**config.mk**
```make
export PLATFORM = sky130hd
export DESIGN_NAME = router_input_port
export DESIGN_NICKNAME = d
export VERILOG_FILES = /design/src/rtl/router_input_port.sv
export SDC_FILE = /design/constraint.sdc
export NUM_CORES = 1
export LEC_CHECK = 0
export CORE_MARGIN = 3
export CORE_UTILIZATION = 56
export CTS_BUF_LIST = sky130_fd_sc_hd__clkbuf_8 sky130_fd_sc_hd__clkbuf_16
export DETAILED_ROUTE_END_ITERATION = 10
export GPL_ROUTABILITY_DRIVEN = 0
export GPL_TIMING_DRIVEN = 0
export PLACE_DENSITY_LB_ADDON = 0.15
export REMOVE_ABC_BUFFERS = 1
export SETUP_SLACK_MARGIN = 0.05
export SYNTH_ARGS = -nofsm -noshare
export SYNTH_HDL_FRONTEND = slang
export SYNTH_SLANG_ARGS = --single-unit
```
**constraint.sdc**
```tcl
create_clock -name clk -period 3.4 [get_ports clk]
set_clock_uncertainty 0.2 [all_clocks]
set_input_delay 0.68 -clock clk [delete_from_list [all_inputs] [get_ports clk]]
set_output_delay 0.68 -clock clk [all_outputs]
set_load 0.01 [all_outputs]
```
**src/rtl/router_input_port.sv**
```systemverilog
// Router input port: FWFT flit buffer with head-flit class decode and
// one-cycle credit return per dequeued flit.
`ifndef ROUTER_WIDTH
`define ROUTER_WIDTH 36
`endif
`ifndef TOT_FIFO_DEPTH
`define TOT_FIFO_DEPTH 4
`endif
`ifndef ROUTER_INFO_BROADCAST
`define ROUTER_INFO_BROADCAST 4'd2
`endif
`ifndef ROUTER_INFO_FIN_BROADCAST
`define ROUTER_INFO_FIN_BROADCAST 4'd3
`endif
`ifndef ROUTER_INFO_FIN_COMP
`define ROUTER_INFO_FIN_COMP 4'd5
`endif

module router_input_port #(
  parameter int DEPTH = `TOT_FIFO_DEPTH,
  parameter int WIDTH = `ROUTER_WIDTH
) (
  input  logic                           clk,
  input  logic                           rst,
  input  logic                           in_valid,
  input  logic [WIDTH-1:0]               in_data,
  input  logic                           deq,
  output logic                           head_valid,
  output logic [3:0]                     head_info,
  output logic [15:0]                    head_addr,
  output logic [15:0]                    head_data,
  output logic                           head_is_bcast,
  output logic                           head_is_fin,
  output logic                           credit_out,
  output logic [$clog2(DEPTH+1)-1:0]     occupancy,
  output logic                           ovf_err
);

  localparam int CW = $clog2(DEPTH+1);
  localparam int PW = (DEPTH > 1) ? $clog2(DEPTH) : 1;

  logic [WIDTH-1:0] mem_q [DEPTH];
  logic [PW-1:0]    wr_ptr_q, wr_ptr_d;
  logic [PW-1:0]    rd_ptr_q, rd_ptr_d;
  logic [CW-1:0]    cnt_q, cnt_d;
  logic             credit_q, credit_d;
  logic             ovf_q, ovf_d;

  logic             empty, full, deq_ok, wr_ok, drop;
  logic [WIDTH-1:0] head_flit;

  // Explicit compare-and-clear so non-power-of-two depths wrap correctly.
  function automatic logic [PW-1:0] ptr_inc(input logic [PW-1:0] p);
    return (p == PW'(DEPTH-1)) ? '0 : p + PW'(1);
  endfunction

  always_comb begin
    empty  = (cnt_q == '0);
    full   = (cnt_q == CW'(DEPTH));
    deq_ok = deq & ~empty;
    // A full buffer can still take a flit when the head leaves this cycle.
    wr_ok  = in_valid & (~full | deq_ok);
    drop   = in_valid & full & ~deq_ok;
  end

  always_comb begin
    wr_ptr_d = wr_ok  ? ptr_inc(wr_ptr_q) : wr_ptr_q;
    rd_ptr_d = deq_ok ? ptr_inc(rd_ptr_q) : rd_ptr_q;
    cnt_d    = cnt_q;
    case ({wr_ok, deq_ok})
      2'b10:   cnt_d = cnt_q + CW'(1);
      2'b01:   cnt_d = cnt_q - CW'(1);
      default: cnt_d = cnt_q;
    endcase
    credit_d = deq_ok;
    ovf_d    = ovf_q | drop;
  end

  always_ff @(posedge clk or posedge rst) begin
    if (rst) begin
      wr_ptr_q <= '0;
      rd_ptr_q <= '0;
      cnt_q    <= '0;
      credit_q <= 1'b0;
      ovf_q    <= 1'b0;
    end else begin
      wr_ptr_q <= wr_ptr_d;
      rd_ptr_q <= rd_ptr_d;
      cnt_q    <= cnt_d;
      credit_q <= credit_d;
      ovf_q    <= ovf_d;
    end
  end

  // Payload storage needs no reset: the head is masked while empty.
  always_ff @(posedge clk) begin
    if (wr_ok) mem_q[wr_ptr_q] <= in_data;
  end

  always_comb begin
    head_flit     = empty ? '0 : mem_q[rd_ptr_q];
    head_valid    = ~empty;
    head_info     = head_flit[35:32];
    head_addr     = head_flit[31:16];
    head_data     = head_flit[15:0];
    head_is_bcast = ~empty & ((head_info == `ROUTER_INFO_BROADCAST) ||
                              (head_info == `ROUTER_INFO_FIN_BROADCAST));
    head_is_fin   = ~empty & ((head_info == `ROUTER_INFO_FIN_BROADCAST) ||
                              (head_info == `ROUTER_INFO_FIN_COMP));
    credit_out    = credit_q;
    occupancy     = cnt_q;
    ovf_err       = ovf_q;
  end

endmodule

```
==> flow_metrics.env <==
export IMPL_timing_critical_path_arrival_ps=2440
export IMPL_power_per_cell_area_nw_per_um2=914.4
export IMPL_slew_viol_final=0
export IMPL_routed_via_count=3012
export IMPL_ff_to_ff_start="occupancy[2]"
export IMPL_yosysMostFrequentCell="sky130_fd_sc_hd__edfxtp_1"
export IMPL_place_hpwl_mm=6.191
export IMPL_clkSinkCount=153
export IMPL_start_util_pct=58.33
export IMPL_cts_buffer_depth=2
export IMPL_synthDominantAreaCellType="sky130_fd_sc_hd__edfxtp_1"
export IMPL_postSynthCellCount=291
export IMPL_ys_ff_latch=153
export IMPL_finalNetCount=434
export IMPL_synthesis_yosys_warnings=0
export IMPL_antennaDiodeCount=0
export IMPL_vias_per_cell=5.609
export IMPL_route_detailed_drc=0
export IMPL_clkLatencyLatePin_ps=510
export IMPL_antenna_left=0
export IMPL_holdCritPathClass="primary input to asynchronous set/reset pin"
export IMPL_slew_limit_headroom_pct=62.71
export IMPL_path_class="flop to primary output"
export IMPL_yosys_cell_types_count=34
export IMPL_timing_critical_path_to_type="primary output"
export IMPL_layout_filler_cells=620
export IMPL_pin_count_of_the_biggest_net_entering_global_routing=40
export IMPL_placement_rows=37
export IMPL_placed_cells_incl_taps=502
export IMPL_rr_endpoint="occupancy[2]"
export IMPL_antenna_violations_before_repair=0
export IMPL_reg2reg_slack_ps=740
export IMPL_cts_root_buffer="sky130_fd_sc_hd__clkbuf_8"
export IMPL_post_synth_main_area_contributors="sky130_fd_sc_hd__edfxtp_1, sky130_fd_sc_hd__mux4_2, sky130_fd_sc_hd__and2_1"
export IMPL_detailedRoute_firstIterationViolations=151
export IMPL_syn_avg_cell_area_sq_um=20.88
export IMPL_dieWidth_um=110.2
export IMPL_via_count_of_the_first_global_routing_pass=3089
export IMPL_hold_worst_slack_ps=245.1
export IMPL_run_status="completed"
export IMPL_worst_endpoint_required_ps=2520
export IMPL_drive_above_1_share_pct=22.44
export IMPL_clk_pin_slew_ps=70
export IMPL_dr_pass1_iters=4
export IMPL_postSynth_asyncResetShare_pct=5.882
export IMPL_regArea_sq_um=4557
export IMPL_final_cell_count_no_fill=537
export IMPL_number_of_buffers_created_by_cts=17
export IMPL_io_buffers=83
export IMPL_htree_levels=4
export IMPL_ioPinCount=84
export IMPL_yosysSeqAreaShare_pct=74.88
export IMPL_routed_wire_length_per_instance_um=19.67
export IMPL_multi_input_area_sq_um=1400
export IMPL_floorplan_die_height_um=110.2
export IMPL_finalCriticalPeriod_ps=3315
export IMPL_critPathLaunchType="flop"
export IMPL_sum_of_routed_wire_length_over_all_layers_mm=10.56
export IMPL_total_leakage_power_uw=0.002602
export IMPL_syn_to_final_growth_pct=27.04
export IMPL_grt_use_total_pct=18.93
export IMPL_grt_remaining_overflow=0
export IMPL_core_area_sq_um=10420
export IMPL_finalCritPeriodShare_pct=97.51
export IMPL_synthFlopType="sky130_fd_sc_hd__edfxtp_1"
export IMPL_grt_setup_unrepaired="yes"
export IMPL_critical_path_max_fanout=10
export IMPL_setup_viol=0
export IMPL_number_of_maximum_capacitance_constraint_violations=0
export IMPL_highest_clock_rate_mhz=301.6
export IMPL_tightestPinTransition_ps=559.3
export IMPL_netlist_area_before_placement_sq_um=6076
export IMPL_synth_edff_count=144
export IMPL_r2r_cells=6
export IMPL_hold_viol=0
export IMPL_tritoncts="built"
export IMPL_netlist_area_leader_share_pct=71.17
export IMPL_vdd_drop_max_mv=0.5264
export IMPL_full_die_area_sq_um=12140
export IMPL_ys_top_cells_by_count="sky130_fd_sc_hd__edfxtp_1, sky130_fd_sc_hd__and2_1, sky130_fd_sc_hd__mux4_2"
export IMPL_global_route_wire_length_before_repair_mm=16.39
## worst max path at each step
stage	from	end	slack (ps)	cells after the start
final	rd_ptr_q[0]	head_data[5]	80	4
after floorplan	rd_ptr_q[0]	head_is_bcast	-150	3
after global placement	rd_ptr_q[0]	head_is_fin	-1230	4
after detailed placement	rd_ptr_q[0]	head_is_fin	-50	5
after CTS	rd_ptr_q[0]	head_data[5]	70	4
after global routing	rd_ptr_q[0]	head_data[5]	10	4
## what timing repair did
action                     in CTS  in global routing
gates resized for setup         9                  0
gates cloned                    1                  0
setup endpoints to repair      40                 18
hold buffers                    0                  0
pin swaps                       0                  0
setup buffers                   2                  0
## area by class of cell
cell class,count,share of cell area (%)
clock buffers,17,5.366
flip-flops and latches,153,59.04
inverters,9,0.4377
clock inverters,15,1.524
repair buffers,92,13.29
well taps,136,2.205
multi-input cells,115,18.14
## registers in the layout (all words and copies together), names as in the netlist
register	cells
credit_out	1
mem_q	144
occupancy	3
ovf_err	1
rd_ptr_q	2
wr_ptr_q	2
## cell families after synthesis
family,Yosys count,share of synthesized area [%]
multiplexers,40,14.15
adder cells (fa/ha/maj),6,1.359
buffers and inverters,23,2.183
flip-flops,153,74.88
AO/OA/AOI/OAI,10,1.318
XOR/XNOR,3,0.4325
AND/OR/NAND/NOR,56,5.684
## power breakdown
group / leakage, uW / switching, uW / internal (uW)
clock: 0.000251 / 744 / 906
combinational: 0.000927 / 1160 / 1590
sequential: 0.00142 / 161 / 2490
## cell usage in the layout, fill, tap and decap left out, types with 2 or more instances in the layout
master / count
sky130_fd_sc_hd__and2_1: 35
sky130_fd_sc_hd__inv_6: 4
sky130_fd_sc_hd__nand3_1: 3
sky130_fd_sc_hd__and2_2: 4
sky130_fd_sc_hd__mux4_2: 36
sky130_fd_sc_hd__nor2b_1: 2
sky130_fd_sc_hd__buf_16: 3
sky130_fd_sc_hd__ha_1: 5
sky130_fd_sc_hd__nor2_1: 4
sky130_fd_sc_hd__dfrtp_4: 2
sky130_fd_sc_hd__clkinv_1: 2
sky130_fd_sc_hd__nand2_1: 2
sky130_fd_sc_hd__buf_12: 3
sky130_fd_sc_hd__o21ai_0: 2
sky130_fd_sc_hd__mux2_2: 4
sky130_fd_sc_hd__edfxtp_1: 144
sky130_fd_sc_hd__clkbuf_16: 16
sky130_fd_sc_hd__clkinv_4: 6
sky130_fd_sc_hd__inv_1: 9
sky130_fd_sc_hd__dlygate4sd2_1: 2
sky130_fd_sc_hd__dfrtp_1: 7
sky130_fd_sc_hd__clkdlybuf4s50_1: 81
sky130_fd_sc_hd__xnor2_1: 2
sky130_fd_sc_hd__clkinvlp_4: 3
## through the flow
stage	cell area (sq um)	setup slack [ps]	util, %	setup TNS (ps)	power (uW)
2_1_floorplan	5977	-150.5	-	-288.2	4101
3_3_place_gp	6978	-1230	66.99	-120700	5272
3_5_place_dp	7128	-49.60	68.43	-64.10	5376
4_1_cts	7719	69.97	74.10	0	7133
5_1_grt	7719	14.12	74.10	0	7424
6_report	7719	84.76	74.10	0	7058
## worst max-delay path, stage by stage (launching register included)
cell and delay [ps]:
sky130_fd_sc_hd__dfrtp_4 470, sky130_fd_sc_hd__bufbuf_16 320, sky130_fd_sc_hd__mux4_2 490, sky130_fd_sc_hd__and2_1 160
sky130_fd_sc_hd__clkdlybuf4s50_1 480
## layer usage
metal  track usage (%)  up-vias  wire, um
li1                  -     1356         -
met1             25.45     1567      4398
met2             30.68       75      5542
met3             3.960       14       461
met4             7.740        0       159
met5                 0        -         0
No activity file was read; power rests on OpenSTA's default activity.
